[src/rtl/cpu_pkg.sv]
// Shared definitions for the accumulator CPU: opcode map, sequencer phases
// and the strobe bundle produced by the controller.
package cpu_pkg;

    localparam int OP_CODE_WIDTH = 3;
    localparam int ADDRESS_WIDTH = 5;

    localparam logic [2:0] HLT = 3'd0;
    localparam logic [2:0] SKZ = 3'd1;
    localparam logic [2:0] ADD = 3'd2;
    localparam logic [2:0] AND = 3'd3;
    localparam logic [2:0] XOR = 3'd4;
    localparam logic [2:0] LDA = 3'd5;
    localparam logic [2:0] STO = 3'd6;
    localparam logic [2:0] JMP = 3'd7;

    localparam logic [2:0] INST_ADDR  = 3'd0;
    localparam logic [2:0] INST_FETCH = 3'd1;
    localparam logic [2:0] INST_LOAD  = 3'd2;
    localparam logic [2:0] IDLE       = 3'd3;
    localparam logic [2:0] OP_ADDR    = 3'd4;
    localparam logic [2:0] OP_FETCH   = 3'd5;
    localparam logic [2:0] ALU_OP     = 3'd6;
    localparam logic [2:0] STORE      = 3'd7;

    typedef enum logic {
        RUNNING = 1'b0,
        HALTED  = 1'b1
    } run_state_t;

    typedef struct packed {
        logic sel;
        logic rd;
        logic wr;
        logic ld_ir;
        logic inc_pc;
        logic ld_pc;
        logic ld_ac;
        logic data_e;
        logic halt;
    } ctrl_t;

    // Instructions that read an operand from memory into the accumulator.
    function automatic logic is_alu_op(input logic [2:0] op);
        return (op == ADD) || (op == AND) || (op == XOR) || (op == LDA);
    endfunction

endpackage

[src/rtl/cpu_phase_counter.sv]
// Free-running 3-bit phase counter with hold and asynchronous clear;
// shared by the controller and the clock generator.
module cpu_phase_counter (
    input  logic       clk,
    input  logic       clr,
    input  logic       hold,
    output logic [2:0] count
);

    always_ff @(posedge clk or posedge clr) begin
        if (clr) begin
            count <= 3'd0;
        end else if (!hold) begin
            count <= count + 3'd1;
        end
    end

endmodule

[src/rtl/cpu_controller.sv]
// Eight-phase instruction sequencer: decodes phase, opcode and the zero flag
// into the datapath strobes, and freezes at OP_ADDR once a HLT executes.
module cpu_controller
    import cpu_pkg::*;
#(
    parameter int OP_CODE_WIDTH = cpu_pkg::OP_CODE_WIDTH
) (
    input  logic                     clk,
    input  logic                     rst,
    input  logic [OP_CODE_WIDTH-1:0] op_code,
    input  logic                     zero,
    output logic                     sel,
    output logic                     rd,
    output logic                     wr,
    output logic                     ld_ir,
    output logic                     inc_pc,
    output logic                     ld_pc,
    output logic                     ld_ac,
    output logic                     data_e,
    output logic                     halt,
    output logic [2:0]               phase
);

    if (OP_CODE_WIDTH != 3) begin : g_bad_op_code_width
        $error("cpu_controller: OP_CODE_WIDTH must be 3");
    end

    run_state_t state;
    run_state_t state_next;
    ctrl_t      ctrl;
    logic       alu_op;

    assign alu_op = is_alu_op(op_code);

    cpu_phase_counter u_phase_counter (
        .clk   (clk),
        .clr   (rst),
        .hold  (state_next == HALTED),
        .count (phase)
    );

    always_ff @(posedge clk or posedge rst) begin
        if (rst) begin
            state <= RUNNING;
        end else begin
            state <= state_next;
        end
    end

    // Halting happens on the edge leaving OP_ADDR; the counter holds in the same edge.
    always_comb begin
        state_next = state;
        if (state == RUNNING && phase == OP_ADDR && op_code == HLT) begin
            state_next = HALTED;
        end
    end

    always_comb begin
        ctrl = '0;
        if (state == HALTED) begin
            ctrl.halt = 1'b1;
        end else begin
            case (phase)
                INST_ADDR: begin
                    ctrl.sel = 1'b1;
                end
                INST_FETCH: begin
                    ctrl.sel = 1'b1;
                    ctrl.rd  = 1'b1;
                end
                INST_LOAD, IDLE: begin
                    ctrl.sel   = 1'b1;
                    ctrl.rd    = 1'b1;
                    ctrl.ld_ir = 1'b1;
                end
                OP_ADDR: begin
                    ctrl.inc_pc = 1'b1;
                    ctrl.halt   = (op_code == HLT);
                end
                OP_FETCH: begin
                    ctrl.rd = alu_op;
                end
                ALU_OP: begin
                    ctrl.rd     = alu_op;
                    ctrl.inc_pc = (op_code == SKZ) && zero;
                    ctrl.ld_pc  = (op_code == JMP);
                    ctrl.data_e = (op_code == STO);
                end
                STORE: begin
                    ctrl.rd     = alu_op;
                    ctrl.ld_ac  = alu_op;
                    ctrl.ld_pc  = (op_code == JMP);
                    ctrl.wr     = (op_code == STO);
                    ctrl.data_e = (op_code == STO);
                end
                default: begin
                    ctrl = '0;
                end
            endcase
        end
    end

    assign sel    = ctrl.sel;
    assign rd     = ctrl.rd;
    assign wr     = ctrl.wr;
    assign ld_ir  = ctrl.ld_ir;
    assign inc_pc = ctrl.inc_pc;
    assign ld_pc  = ctrl.ld_pc;
    assign ld_ac  = ctrl.ld_ac;
    assign data_e = ctrl.data_e;
    assign halt   = ctrl.halt;

endmodule

[config.mk]
export PLATFORM = sky130hd
export DESIGN_NAME = cpu_controller
export DESIGN_NICKNAME = d
export VERILOG_FILES = /design/src/rtl/cpu_pkg.sv /design/src/rtl/cpu_phase_counter.sv /design/src/rtl/cpu_controller.sv
export SDC_FILE = /design/constraint.sdc
export NUM_CORES = 1
export LEC_CHECK = 0
export ABC_AREA = 1
export CORE_AREA = 2 2 39 41
export DETAILED_ROUTE_END_ITERATION = 16
export DIE_AREA = 0 0 41 43
export GPL_TIMING_DRIVEN = 0
export PLACE_DENSITY = 0.63
export SYNTH_ARGS = -nofsm -noshare
export SYNTH_HDL_FRONTEND = slang
export SYNTH_HIERARCHICAL = 1
export SYNTH_SLANG_ARGS = --single-unit
[constraint.sdc]
create_clock -name clk -period 1.2 [get_ports clk]
set_input_delay 0.18 -clock clk [delete_from_list [all_inputs] [get_ports clk]]
set_output_delay 0.18 -clock clk [all_outputs]
set_load 0.005 [all_outputs]
==> reports/summary.md <==
The detailed router finished its first iteration with 3 violations. Row generation in the floorplan step produced 14 rows. Counting every sink on the clock net gives 4.

After synthesis the netlist holds a flip-flop and latch count of 4. After detailed routing, the average wire length per cell comes to 10.18 um. Most instantiated flip-flop cell in the synthesis netlist: dfrtp_1. Counting tap cells, the placed design contains a total of 83 instances. The first global-routing pass estimated 1600 um of wire. At the worst endpoint, the required time is 1020 ps. For this run, the number of Yosys warnings is 6. The post-route non-filler standard cell count is 104. In this run the register-to-register setup slack is -70 ps. The min-delay analysis places its worst path in the category input port to async pin.

The die width works out to 41 um. Power comes to 0.3408 mW. The tools report the startpoint of the worst register-to-register path as u_phase_counter/count[2]. TritonCTS built the clock tree. Average footprint of a synthesized cell: 6.206 um2. The run gives 740.3 MHz as the achievable clock frequency.

The count of boundary I/O pins is 18, and the fraction of synthesized cell area in xor and xnor cells is 0.02823. The async set-or-reset flop fraction in the synthesized netlist was 1.000; the worst reg-to-reg path cell count was 11. Of all cell types, the one taking the most synthesized area is dfrtp_1. The per-cell via count in the routed design was 4.202. The synthesized netlist contains 14 unique library cells. The H-tree level count came out at 1.

The flow ran to the end, but the final reports show violations. The final layout contains routed wiring with a total length of 1059 um. For this run, the post-layout net count is 97.

The floorplan step defined a die boundary enclosing 1763 um2. Max-cap violations in this run came to 0. Area fraction in compound gates after synthesis: 0.04839. Fraction of layout instances using a drive strength above 1: 0.5341.

The first detailed-routing pass took 2 iterations. Summing all non-filler instances in the final layout gives an area of 683.2 um2. Setup violations remaining at the end of the flow were counted as 10.

The total area inside the core boundary comes to 1384 um2. The initial antenna violation count was 0; the share of the cycle needed by the critical path after routing was 1.126. STA classifies the critical path endpoint as an output pin.

0 antenna diodes ended up in the layout. The clock root buffer master is clkbuf_4. The clock-pin transition on the worst setup and hold timing paths is 40 ps, and the synthesis-to-layout area growth is 120.2%. Ranked by total cell area, the synthesized netlist is headed by dfrtp_1 32%, nand2_1 16%, inv_1 12%.

The final max-slew violation count is 0, and the number of enable flip-flop cells after synthesis is 0. In this run the cell area of the synthesized design comes to 310.3 um2. For the relative max-transition margin, the log shows 0.8955.

Mux cell area share after synthesis: 0. After legalization and detailed placement, the total HPWL measured 606.8 um. The count of final hold-check violations was 0; the placed standard-cell area was 500.5 um2. TritonCTS created 3 clock buffers. The part of the Yosys area used for sequential elements is 0.3226, and the buffer depth of the longest clock path is 2. Setup repair after global routing could not meet its margin everywhere. Fill cells in the final layout number 150.

The height of the chip is 43 um. The actual slew at the worst max-slew pin was 156.7 ps. The count of nets left with antenna violations once routing finished came out at 0.

Routing usage on met3: 0.03141. The adder and majority gate portion of the synthesized area is 0.04032, and the total congestion overflow after global routing is 0. The starting density of the core was 0.2242. The checks that failed: negative setup slack. Busiest layer in global routing: met2. The tools report the global-route track usage on met1 as 0.1262. Counting every instance in the synthesized netlist gives 50. The worst setup path is launched from a flip-flop. The count of buffers added on input and output ports is 17. The library cell with the highest instance count after synthesis is nand2_1.

Final core utilization: 0.4937. IR analysis of the VDD net gives a maximum drop of 0.3195 mV. The worst register-to-register path ends at u_phase_counter/count[2]. The start-to-end type of the worst setup path is flip-flop to output pin.

The shortest period the worst path allows works out to 1351 ps. The area share of and/or/nand/nor cells after synthesis was 0.4274; the pin count of the biggest net entering global routing was 6. The dominant combinational cell family by area after synthesis is simple AND/OR/NAND/NOR gates. The tools report the number of global-route vias before repair as 410. Synthesis produced a netlist with a net count of 57.

The tools report the global-route usage over all layers as 0.1398. Data on the critical path arrives at its endpoint at 1170 ps. The tools report the final RePlAce weighted congestion as 0.6850. For the setup slack of the critical path after layout, the log shows -150.8 ps. Counting instances in the post-synthesis netlist gives the leading cell types as 13 x nand2_1, 10 x inv_1, 9 x nor2_1.

The power per standard cell area works out to 498.9 nW/um2. The logs give 0 for the DRC violation count after routing and 0.3822 nW for the leakage dissipation. The maximum fanout along the worst path came out at 3. The run gives 240 ps as the later-pin clock latency in the skew report. The final route contains 437 vias. For the hold buffer count at cts, the log shows 0. The portion of synthesized cell area occupied by the leading cell type works out to 0.3226. The setup skew after layout is 4.338 ps, and the global routing usage on met2 is 0.2563.
[sequential cells by signal (all words and copies together) (netlist names)]
name,cells
u_phase_counter/count,3
state,1
[cell families after synthesis]
group,after synthesis
simple gates,30
compound gates,3
flops,4
fa+ha+maj,1
xor+xnor,1
buf+inv,11
[stage by stage]
| stage | hold slack [ps] | setup TNS, ps | setup slack, ps |
|---|---|---|---|
| global placement | 359.6 | -3919 | -516.0 |
| floorplan | -91.29 | 0 | 71.02 |
| CTS | 107.1 | -795.2 | -147.3 |
| detailed placement | 366.8 | -4042 | -517.1 |
| global route | 119.7 | -1445 | -211.5 |
| finish | 114.5 | -771.7 | -150.8 |
[cell usage in the layout (no fill, tap or decap), drive strengths merged]
cell / count
a21oi: 2
dlygate4sd2: 2
o21ai: 1
nand4: 1
nand2: 14
nor3b: 1
nor2: 9
clkdlybuf4s15: 1
ha: 1
clkdlybuf4s50: 3
nor3: 1
xnor2: 1
inv: 11
nand3: 4
dfrtp: 4
buf: 28
clkbuf: 4
[metal layers]
metal  wire length, um  part of all wire
met4                 0                 0
met1               410              0.39
met3                71             0.067
met5                 0                 0
met2               577              0.54
[worst max-delay path, stage by stage, from the launching register on]
cell     delay (ps)
dfrtp_1         390
inv_2            80
buf_6           100
buf_6            90
nand3_4          50
nor3_2           90
buf_2           130
[worst max path at each step]
stage	start	to	slack, ps	depth (start not counted)
finish	state	ld_pc	-150	6
floorplan	u_phase_counter/count[2]	u_phase_counter/count[2]	70	9
global route	state	ld_pc	-210	6
CTS	state	ld_pc	-150	6
detailed placement	op_code[1]	rd	-520	6
global placement	op_code[2]	rd	-520	6
[cell type report]
type	count	area (um2)	share of cell area
inverter	11	43.79	0.06410
tap	16	20.02	0.02930
multi-input combinational	35	209.0	0.3059
sequential	4	103.9	0.1520
timing repair buffer	35	284.0	0.4158
clock buffer	3	22.52	0.03297
[power by group]
part	switching (mW)	leakage, nW	total (mW)	internal (mW)
registers	0	0.0418	0.136	0.136
logic	0.0196	0.327	0.0385	0.0189
clock network	0.0549	0.0138	0.167	0.112
[what timing repair did]
action | 4_1_cts | 5_1_grt
endpoints found under the setup margin | 13 | 13
gates resized for setup | 67 | 6
buffers inserted | 17 | 1
pin swaps | 5 | 3
No activity file was read; power rests on OpenSTA's default activity.
